**src/rtl/iterative_muldiv_alu_pkg.sv**
```systemverilog
// Shared constants for the iterative multiply/divide ALU.
// Holds the ALUOP encodings, the sequencer state encoding and the
// datapath mode used by the iterator sub-module.
package iterative_muldiv_alu_pkg;

    typedef enum logic [4:0] {
        ALU_ADD   = 5'd0,
        ALU_ADDU  = 5'd1,
        ALU_SUB   = 5'd2,
        ALU_SUBU  = 5'd3,
        ALU_AND   = 5'd4,
        ALU_OR    = 5'd5,
        ALU_XOR   = 5'd6,
        ALU_NOR   = 5'd7,
        ALU_SLT   = 5'd8,
        ALU_SLTU  = 5'd9,
        ALU_SLL   = 5'd10,
        ALU_SRL   = 5'd11,
        ALU_SRA   = 5'd12,
        ALU_MULT  = 5'd13,
        ALU_MULTU = 5'd14,
        ALU_DIV   = 5'd15,
        ALU_DIVU  = 5'd16,
        ALU_MFHI  = 5'd17,
        ALU_MFLO  = 5'd18
    } aluop_e;

    typedef enum logic [1:0] {
        ST_IDLE = 2'd0,
        ST_RUN  = 2'd1,
        ST_FIX  = 2'd2
    } state_e;

    typedef enum logic {
        MODE_MUL = 1'b0,
        MODE_DIV = 1'b1
    } mode_e;

endpackage

```
**src/rtl/muldiv_iterator.sv**
```systemverilog
// Iterative unsigned multiply/divide datapath.
// Ports:
//   clock, reset   - clock and asynchronous active-high reset
//   stall          - freezes all registers
//   load           - loads opA_i into LO, opB_i as multiplicand/divisor, clears HI
//   step           - performs one shift-add (MUL) or restoring shift-subtract (DIV) iteration
//   mode           - MODE_MUL or MODE_DIV
//   hi_o, lo_o     - raw unsigned upper/lower halves (product, or remainder/quotient)
module muldiv_iterator
    import iterative_muldiv_alu_pkg::*;
#(
    parameter int WIDTH = 32
) (
    input  logic             clock,
    input  logic             reset,
    input  logic             stall,
    input  logic             load,
    input  logic             step,
    input  mode_e            mode,
    input  logic [WIDTH-1:0] opA_i,
    input  logic [WIDTH-1:0] opB_i,
    output logic [WIDTH-1:0] hi_o,
    output logic [WIDTH-1:0] lo_o
);

    logic [WIDTH-1:0] hi_q, hi_d, lo_q, lo_d, opnd_q, opnd_d;
    logic [WIDTH:0]   mulSum;
    logic [WIDTH:0]   divShift;
    logic [WIDTH-1:0] divDiff;

    // One iteration per step. Multiply keeps {HI,LO} as a right-shifting
    // product register with the multiplier draining out of LO. Divide shifts
    // the dividend out of LO's top into HI and the quotient bits in at LO's bottom;
    // the low WIDTH bits of the difference suffice because a successful
    // subtraction always leaves a value below the divisor.
    always_comb begin
        hi_d     = hi_q;
        lo_d     = lo_q;
        opnd_d   = opnd_q;
        mulSum   = {1'b0, hi_q} + (lo_q[0] ? {1'b0, opnd_q} : {(WIDTH+1){1'b0}});
        divShift = {hi_q, lo_q[WIDTH-1]};
        divDiff  = divShift[WIDTH-1:0] - opnd_q;
        if (load) begin
            hi_d   = '0;
            lo_d   = opA_i;
            opnd_d = opB_i;
        end else if (step) begin
            if (mode == MODE_MUL) begin
                hi_d = mulSum[WIDTH:1];
                lo_d = {mulSum[0], lo_q[WIDTH-1:1]};
            end else if (divShift >= {1'b0, opnd_q}) begin
                hi_d = divDiff;
                lo_d = {lo_q[WIDTH-2:0], 1'b1};
            end else begin
                hi_d = divShift[WIDTH-1:0];
                lo_d = {lo_q[WIDTH-2:0], 1'b0};
            end
        end
    end

    // Datapath registers, frozen by stall.
    always_ff @(posedge clock or posedge reset) begin
        if (reset) begin
            hi_q   <= '0;
            lo_q   <= '0;
            opnd_q <= '0;
        end else if (!stall) begin
            hi_q   <= hi_d;
            lo_q   <= lo_d;
            opnd_q <= opnd_d;
        end
    end

    assign hi_o = hi_q;
    assign lo_o = lo_q;

endmodule

```
**src/rtl/iterative_muldiv_alu.sv**
```systemverilog
// MIPS-style ALU with single-cycle operations and an iterative
// MULT/MULTU/DIV/DIVU unit writing the HI/LO pair.
// Ports:
//   clock, reset, stall - clock, async active-high reset, global freeze
//   A, B, operation     - operands and ALUOP code
//   shamt, start        - shift amount; launches multi-cycle ops from IDLE
//   result, overflow    - combinational single-cycle result and signed overflow
//   busy, done          - multi-cycle op in flight; one-cycle HI/LO-updated pulse
//   div_by_zero, hazard - sticky divide-by-zero flag; MFHI/MFLO read while busy
module iterative_muldiv_alu
    import iterative_muldiv_alu_pkg::*;
#(
    parameter int WIDTH   = 32,
    parameter int SHAMT_W = 5
) (
    input  logic               clock,
    input  logic               reset,
    input  logic               stall,
    input  logic [WIDTH-1:0]   A,
    input  logic [WIDTH-1:0]   B,
    input  logic [4:0]         operation,
    input  logic [SHAMT_W-1:0] shamt,
    input  logic               start,
    output logic [WIDTH-1:0]   result,
    output logic               overflow,
    output logic               busy,
    output logic               done,
    output logic               div_by_zero,
    output logic               hazard
);

    localparam int CNT_W = $clog2(WIDTH);

    aluop_e           op;
    state_e           state_q, state_d;
    logic [CNT_W-1:0] count_q, count_d;
    logic [WIDTH-1:0] hi_q, lo_q, aHold_q, hiNext, loNext;
    logic             bNeg_q, isSigned_q, isDiv_q, done_q, divZero_q;
    logic             isMulti, opIsDiv, opSigned, accept, zeroDivisor;
    logic             load, step, writeHiLo, aNeg, negProd;
    logic [WIDTH-1:0] aMag, bMag, itHi, itLo, sumAdd, diffSub;
    logic [2*WIDTH-1:0] prodFix;

    assign op          = aluop_e'(operation);
    assign isMulti     = op inside {ALU_MULT, ALU_MULTU, ALU_DIV, ALU_DIVU};
    assign opIsDiv     = op inside {ALU_DIV, ALU_DIVU};
    assign opSigned    = op inside {ALU_MULT, ALU_DIV};
    assign accept      = (state_q == ST_IDLE) && start && isMulti;
    assign zeroDivisor = (B == '0);

    // Signed operations iterate on magnitudes; the most negative value maps
    // onto its own bit pattern, which is the correct unsigned magnitude.
    assign aMag = (opSigned && A[WIDTH-1]) ? ({WIDTH{1'b0}} - A) : A;
    assign bMag = (opSigned && B[WIDTH-1]) ? ({WIDTH{1'b0}} - B) : B;

    muldiv_iterator #(.WIDTH(WIDTH)) u_iterator (
        .clock (clock),
        .reset (reset),
        .stall (stall),
        .load  (load),
        .step  (step),
        .mode  (opIsDiv && (state_q == ST_IDLE) ? MODE_DIV :
                (state_q == ST_IDLE) ? MODE_MUL : mode_e'(isDiv_q)),
        .opA_i (aMag),
        .opB_i (bMag),
        .hi_o  (itHi),
        .lo_o  (itLo)
    );

    // Sequencer: a divide by zero skips RUN so its fixed answer lands one edge after start.
    always_comb begin
        state_d   = state_q;
        count_d   = count_q;
        load      = 1'b0;
        step      = 1'b0;
        writeHiLo = 1'b0;
        unique case (state_q)
            ST_IDLE: begin
                if (accept) begin
                    load    = 1'b1;
                    count_d = '0;
                    state_d = (opIsDiv && zeroDivisor) ? ST_FIX : ST_RUN;
                end
            end
            ST_RUN: begin
                step    = 1'b1;
                count_d = count_q + CNT_W'(1);
                if (count_q == CNT_W'(WIDTH - 1)) state_d = ST_FIX;
            end
            ST_FIX: begin
                writeHiLo = 1'b1;
                state_d   = ST_IDLE;
            end
            default: state_d = ST_IDLE;
        endcase
    end

    // Sign correction: negate product/quotient when operand signs differ;
    // the remainder follows the dividend's sign.
    always_comb begin
        aNeg    = isSigned_q && aHold_q[WIDTH-1];
        negProd = aNeg ^ bNeg_q;
        prodFix = negProd ? ({(2*WIDTH){1'b0}} - {itHi, itLo}) : {itHi, itLo};
        hiNext  = prodFix[2*WIDTH-1:WIDTH];
        loNext  = prodFix[WIDTH-1:0];
        if (isDiv_q) begin
            if (divZero_q) begin
                hiNext = aHold_q;
                loNext = '1;
            end else begin
                hiNext = aNeg ? ({WIDTH{1'b0}} - itHi) : itHi;
                loNext = negProd ? ({WIDTH{1'b0}} - itLo) : itLo;
            end
        end
    end

    // Control and HI/LO registers; stall holds everything including done.
    always_ff @(posedge clock or posedge reset) begin
        if (reset) begin
            state_q    <= ST_IDLE;
            count_q    <= '0;
            hi_q       <= '0;
            lo_q       <= '0;
            aHold_q    <= '0;
            bNeg_q     <= 1'b0;
            isSigned_q <= 1'b0;
            isDiv_q    <= 1'b0;
            done_q     <= 1'b0;
            divZero_q  <= 1'b0;
        end else if (!stall) begin
            state_q <= state_d;
            count_q <= count_d;
            done_q  <= writeHiLo;
            if (accept) begin
                aHold_q    <= A;
                bNeg_q     <= opSigned && B[WIDTH-1];
                isSigned_q <= opSigned;
                isDiv_q    <= opIsDiv;
                divZero_q  <= opIsDiv && zeroDivisor;
            end
            if (writeHiLo) begin
                hi_q <= hiNext;
                lo_q <= loNext;
            end
        end
    end

    assign sumAdd  = A + B;
    assign diffSub = A - B;

    // Single-cycle result path; undefined codes return zero.
    always_comb begin
        result   = '0;
        overflow = 1'b0;
        case (op)
            ALU_ADD: begin
                result   = sumAdd;
                overflow = (A[WIDTH-1] == B[WIDTH-1]) && (sumAdd[WIDTH-1] != A[WIDTH-1]);
            end
            ALU_ADDU: result = sumAdd;
            ALU_SUB: begin
                result   = diffSub;
                overflow = (A[WIDTH-1] != B[WIDTH-1]) && (diffSub[WIDTH-1] != A[WIDTH-1]);
            end
            ALU_SUBU: result = diffSub;
            ALU_AND:  result = A & B;
            ALU_OR:   result = A | B;
            ALU_XOR:  result = A ^ B;
            ALU_NOR:  result = ~(A | B);
            ALU_SLT:  result = {{(WIDTH-1){1'b0}}, ($signed(A) < $signed(B))};
            ALU_SLTU: result = {{(WIDTH-1){1'b0}}, (A < B)};
            ALU_SLL:  result = B << shamt;
            ALU_SRL:  result = B >> shamt;
            ALU_SRA:  result = $signed(B) >>> shamt;
            ALU_MFHI: result = hi_q;
            ALU_MFLO: result = lo_q;
            default:  result = '0;
        endcase
    end

    assign busy        = (state_q != ST_IDLE);
    assign done        = done_q;
    assign div_by_zero = divZero_q;
    assign hazard      = (op == ALU_MFHI || op == ALU_MFLO) && busy;

endmodule

```
**config.mk**
```make
export PLATFORM = sky130hd
export DESIGN_NAME = iterative_muldiv_alu
export DESIGN_NICKNAME = d
export VERILOG_FILES = /design/src/rtl/iterative_muldiv_alu_pkg.sv /design/src/rtl/muldiv_iterator.sv /design/src/rtl/iterative_muldiv_alu.sv
export SDC_FILE = /design/constraint.sdc
export NUM_CORES = 2
export LEC_CHECK = 0
export CAP_MARGIN = 10
export CORE_MARGIN = 8
export CORE_UTILIZATION = 55
export DETAILED_ROUTE_END_ITERATION = 7
export PLACE_DENSITY = 0.74
export SETUP_SLACK_MARGIN = 0.1
export SLEW_MARGIN = 20
export SYNTH_ARGS = -nofsm -noshare
export SYNTH_HDL_FRONTEND = slang
export SYNTH_SLANG_ARGS = --single-unit
```
**constraint.sdc**
```tcl
create_clock -name clock -period 7.7 [get_ports clock]
set_input_delay 0.77 -clock clock [delete_from_list [all_inputs] [get_ports clock]]
set_output_delay 0.77 -clock clock [all_outputs]
set_load 0.005 [all_outputs]
```
==> flow_summary.toml <==
[clock_tree]
post_cts_resized = 0
clk_pin_slew_ns = 0.06
post-cts-setup-buffer-count = 0
cts_tree = "yes"
cts_buffers = 21
clk_path_buf_depth = 3
cts_num_sinks = 204
ctsRootBufferMaster = "clkbuf_16"
htree_num_levels = 1
cts_hold_buf = 0
clk_latency_ns = 0.53

[timing]
period_share_pct = 82.9
worst-slew-pin-transition_ns = 1.17
finalSetupViolations = 0
rsz0062_at_grt = "no"
min_period_ns = 6.39
fin_worst_skew_ns = 0.0296
fin_setup_tns_ns = 0
slew-limit-headroom_pct = 21.8
hold_ws_ns = 0.484
hold_viol_final = 0
max_freq_mhz = 157
maxSlewViolCount = 0

[global_routing]
grt_busiest_layer = "met2"
use_met3_pct = 12.3
grt_usage_pct = 42.9
grt.overflow.total = 0
grt_use_met1_pct = 51.2
grt_use_met2_pct = 66.1
grt_pass1_wl_um = 173000
first_global_vias = 26505
grt_max_degree = 96
antenna_found_initial = 11

[power]
p_seq_share_pct = 25.1
clockPowerShare_pct = 15.0
p_per_area_nw_per_um2 = 270
p_comb_share_pct = 59.9
leakage_nw = 11.5
max-vdd-ir-drop_v = 0.000462
internal_power_mw = 3.58
sw_frac_of_total_pct = 50.7
p_switching_mw = 3.68

[placement]
io_buffer_count = 114
placed_cells = 3902
dp_hpwl_um = 90800
gp_congestion = 1.08
post_dp_cell_area_um2 = 26200

[worst_setup_path]
cp-end-kind = "output port"
cp_max_fo = 5
crit_chain = "clkdlybuf4s50_1 > inv_1 > ha_1 > inv_1 > fa_1 > nor2b_1 > o21ai_0 > a211oi_2 > nor3_1 > o21ai_1 > nand2b_1 > o211ai_1 > a2111oi_1 > nor4_1 > o31ai_1 > clkdlybuf4s50_1"
crit_type = "in2out"
cpMaxStageDelayCell = "clkdlybuf4s50_1"
cp.depth = 16
worst_ep_required_time_ns = 6.93
r2r_cells = 11
crit_path_start_kind = "input pin"
critPathMaxStageDelay_ns = 0.67
critical_path_arrival_ns = 5.62
path_buf_inv = 4
path_delay_family = "compound AO/OA/AOI/OAI gates"

[logic_synthesis]
synthTopCellsByCount = "nand2_1, nor2_1, a21oi_1, o21ai_0, dfrtp_1"
synth_area_leader_cell = "dfrtp_1"
synthDominantCellAreaShare_pct = 20.7
ys_types = 97
ys_seq_elements = 204
synth_ff_type = "dfrtp_1"
synthCells = 3382
synthTopCellsByArea = "dfrtp_1, ha_1, a21oi_1"
synthArstFlopShare_pct = 100
yosysWarnings = 0
syn_area_um2 = 24700
yosysMostFrequentCell = "nand2_1"
syn-num-nets = 3642
synth_area_per_cell_um2 = 7.31
synth-edff-count = 0
seq_area_frac_synth_pct = 20.7

[die]
start_util_pct = 55.8
die_w_um = 228
num_io_pins = 115
core_area_um2 = 44300
chipHeight_um = 228
rows = 77
die-area_um2 = 52000

[cells_and_area]
fillCellCount = 3860
final_cell_count_no_fill = 3941
layout.area.seq_um2 = 5110
area_growth_pct = 8.78
nets = 3593
drive_gt1_share_pct = 6.55
multi_input_area_um2 = 18100
design_area_um2 = 26900

[worst_hold_path]
worstHoldPathType = "reg2reg"
min_path_cells = 2

[route]
drcViolationCount = 82
detail_route.iter0.violations = 4542
wl_um = 118000
ant_nets = 0
vias = 28404
firstDrtPassIters = 8
wl_per_cell_um = 29.9
via_per_inst = 7.21

[run]
drv_cap = 0

[status]
violations = "design-rule violations"
status = "finished with violations"
-- power by group through the flow --
stage          sequential [mW]  clock (mW)  combinational, mW
2_1_floorplan             1.52           0               3.18
3_3_place_gp              1.77           0               3.98
3_5_place_dp              1.79           0               4.12
4_1_cts                   1.78        1.08               4.17
5_1_grt                   1.84        1.12               4.65
6_report                  1.82        1.09               4.35
-- flip-flops by register name, indices dropped and copies added (netlist names) --
name / count
hi_q: 32
u_iterator.lo_o: 32
lo_q: 32
bNeg_q: 1
isDiv_q: 1
div_by_zero: 1
u_iterator.opnd_q: 32
count_q: 5
done: 1
aHold_q: 32
state_q: 2
u_iterator.hi_o: 32
isSigned_q: 1
-- area by class of cell --
type	count	share of cell area, %
clock buffer	27	2.15
multi-input combinational	2761	67.2
sequential	204	19.0
inverter	161	2.28
tap	592	2.76
timing repair buffer	184	6.12
antenna	4	0.0372
clock inverter	8	0.465
-- cell usage in the layout, fill, tap and decap left out, types with 62 or more instances in the layout --
| master | synthesis | routed |
|---|---|---|
| a21oi_1 | 327 | 325 |
| a22oi_1 | 62 | 62 |
| buf_4 | 3 | 70 |
| clkdlybuf4s50_1 | 0 | 109 |
| dfrtp_1 | 204 | 202 |
| ha_1 | 178 | 178 |
| inv_1 | 156 | 153 |
| mux2i_1 | 91 | 91 |
| nand2_1 | 412 | 412 |
| nor2_1 | 361 | 354 |
| o21ai_0 | 304 | 304 |
| o21ai_1 | 65 | 64 |
| xnor2_1 | 149 | 147 |
| xor2_1 | 79 | 79 |
-- worst reg2reg max path, stage by stage (launching register included) --
cell and delay, ns:
dfrtp_1 0.47, inv_2 0.54, ha_1 0.30, nand2b_1 0.12, or4_4 0.63, nor3_4 0.35
nand2_1 0.18, nor3_2 0.95, a41oi_1 0.29, xor2_1 0.23, o21ai_0 0.29, o21ai_0 0.12
-- per-stage QoR --
stage	setup WS (ns)	total power, mW	util [%]
5_1_grt	1.06	7.60	60.7
3_5_place_dp	1.52	5.91	59.1
6_report	1.31	7.26	60.7
2_1_floorplan	1.36	4.70	-
4_1_cts	1.51	7.03	60.6
3_3_place_gp	1.54	5.75	59.0
-- cell families after synthesis --
kind of cell	after synthesis	share of synthesized area, %
AOI/OAI and AO/OA	1136	28.4
xor gates and xnor gates	228	8.08
adders and majority gates	182	9.34
buffers and inverters	417	6.64
DFF	204	20.7
muxes	130	7.06
and+or+nand+nor	1085	19.9
-- worst paths after layout --
| kind | start | endpoint | slack [ns] |
|---|---|---|---|
| setup / recovery | A[0] | result[26] | 1.31 |
| hold / removal | u_iterator.opnd_q[27]$_DFFE_PP0P_ | u_iterator.opnd_q[27]$_DFFE_PP0P_ | 0.48 |
| min in group asynchronous | reset | hi_q[29]$_DFFE_PP0P_ | 0.76 |
| setup reg to reg | u_iterator.lo_o[0]$_DFFE_PP0P_ | hi_q[28]$_DFFE_PP0P_ | 3.14 |
| hold reg to reg | u_iterator.opnd_q[27]$_DFFE_PP0P_ | u_iterator.opnd_q[27]$_DFFE_PP0P_ | 0.48 |
| max in group asynchronous | reset | u_iterator.opnd_q[14]$_DFFE_PP0P_ | 5.57 |
-- per-layer routing --
layer / vias up / share of wire [%]
met5: - / 0.064
met4: 12 / 8.7
met3: 606 / 13
met2: 2424 / 43
met1: 13376 / 35
li1: 11986 / -
No activity file was read; power rests on OpenSTA's default activity.
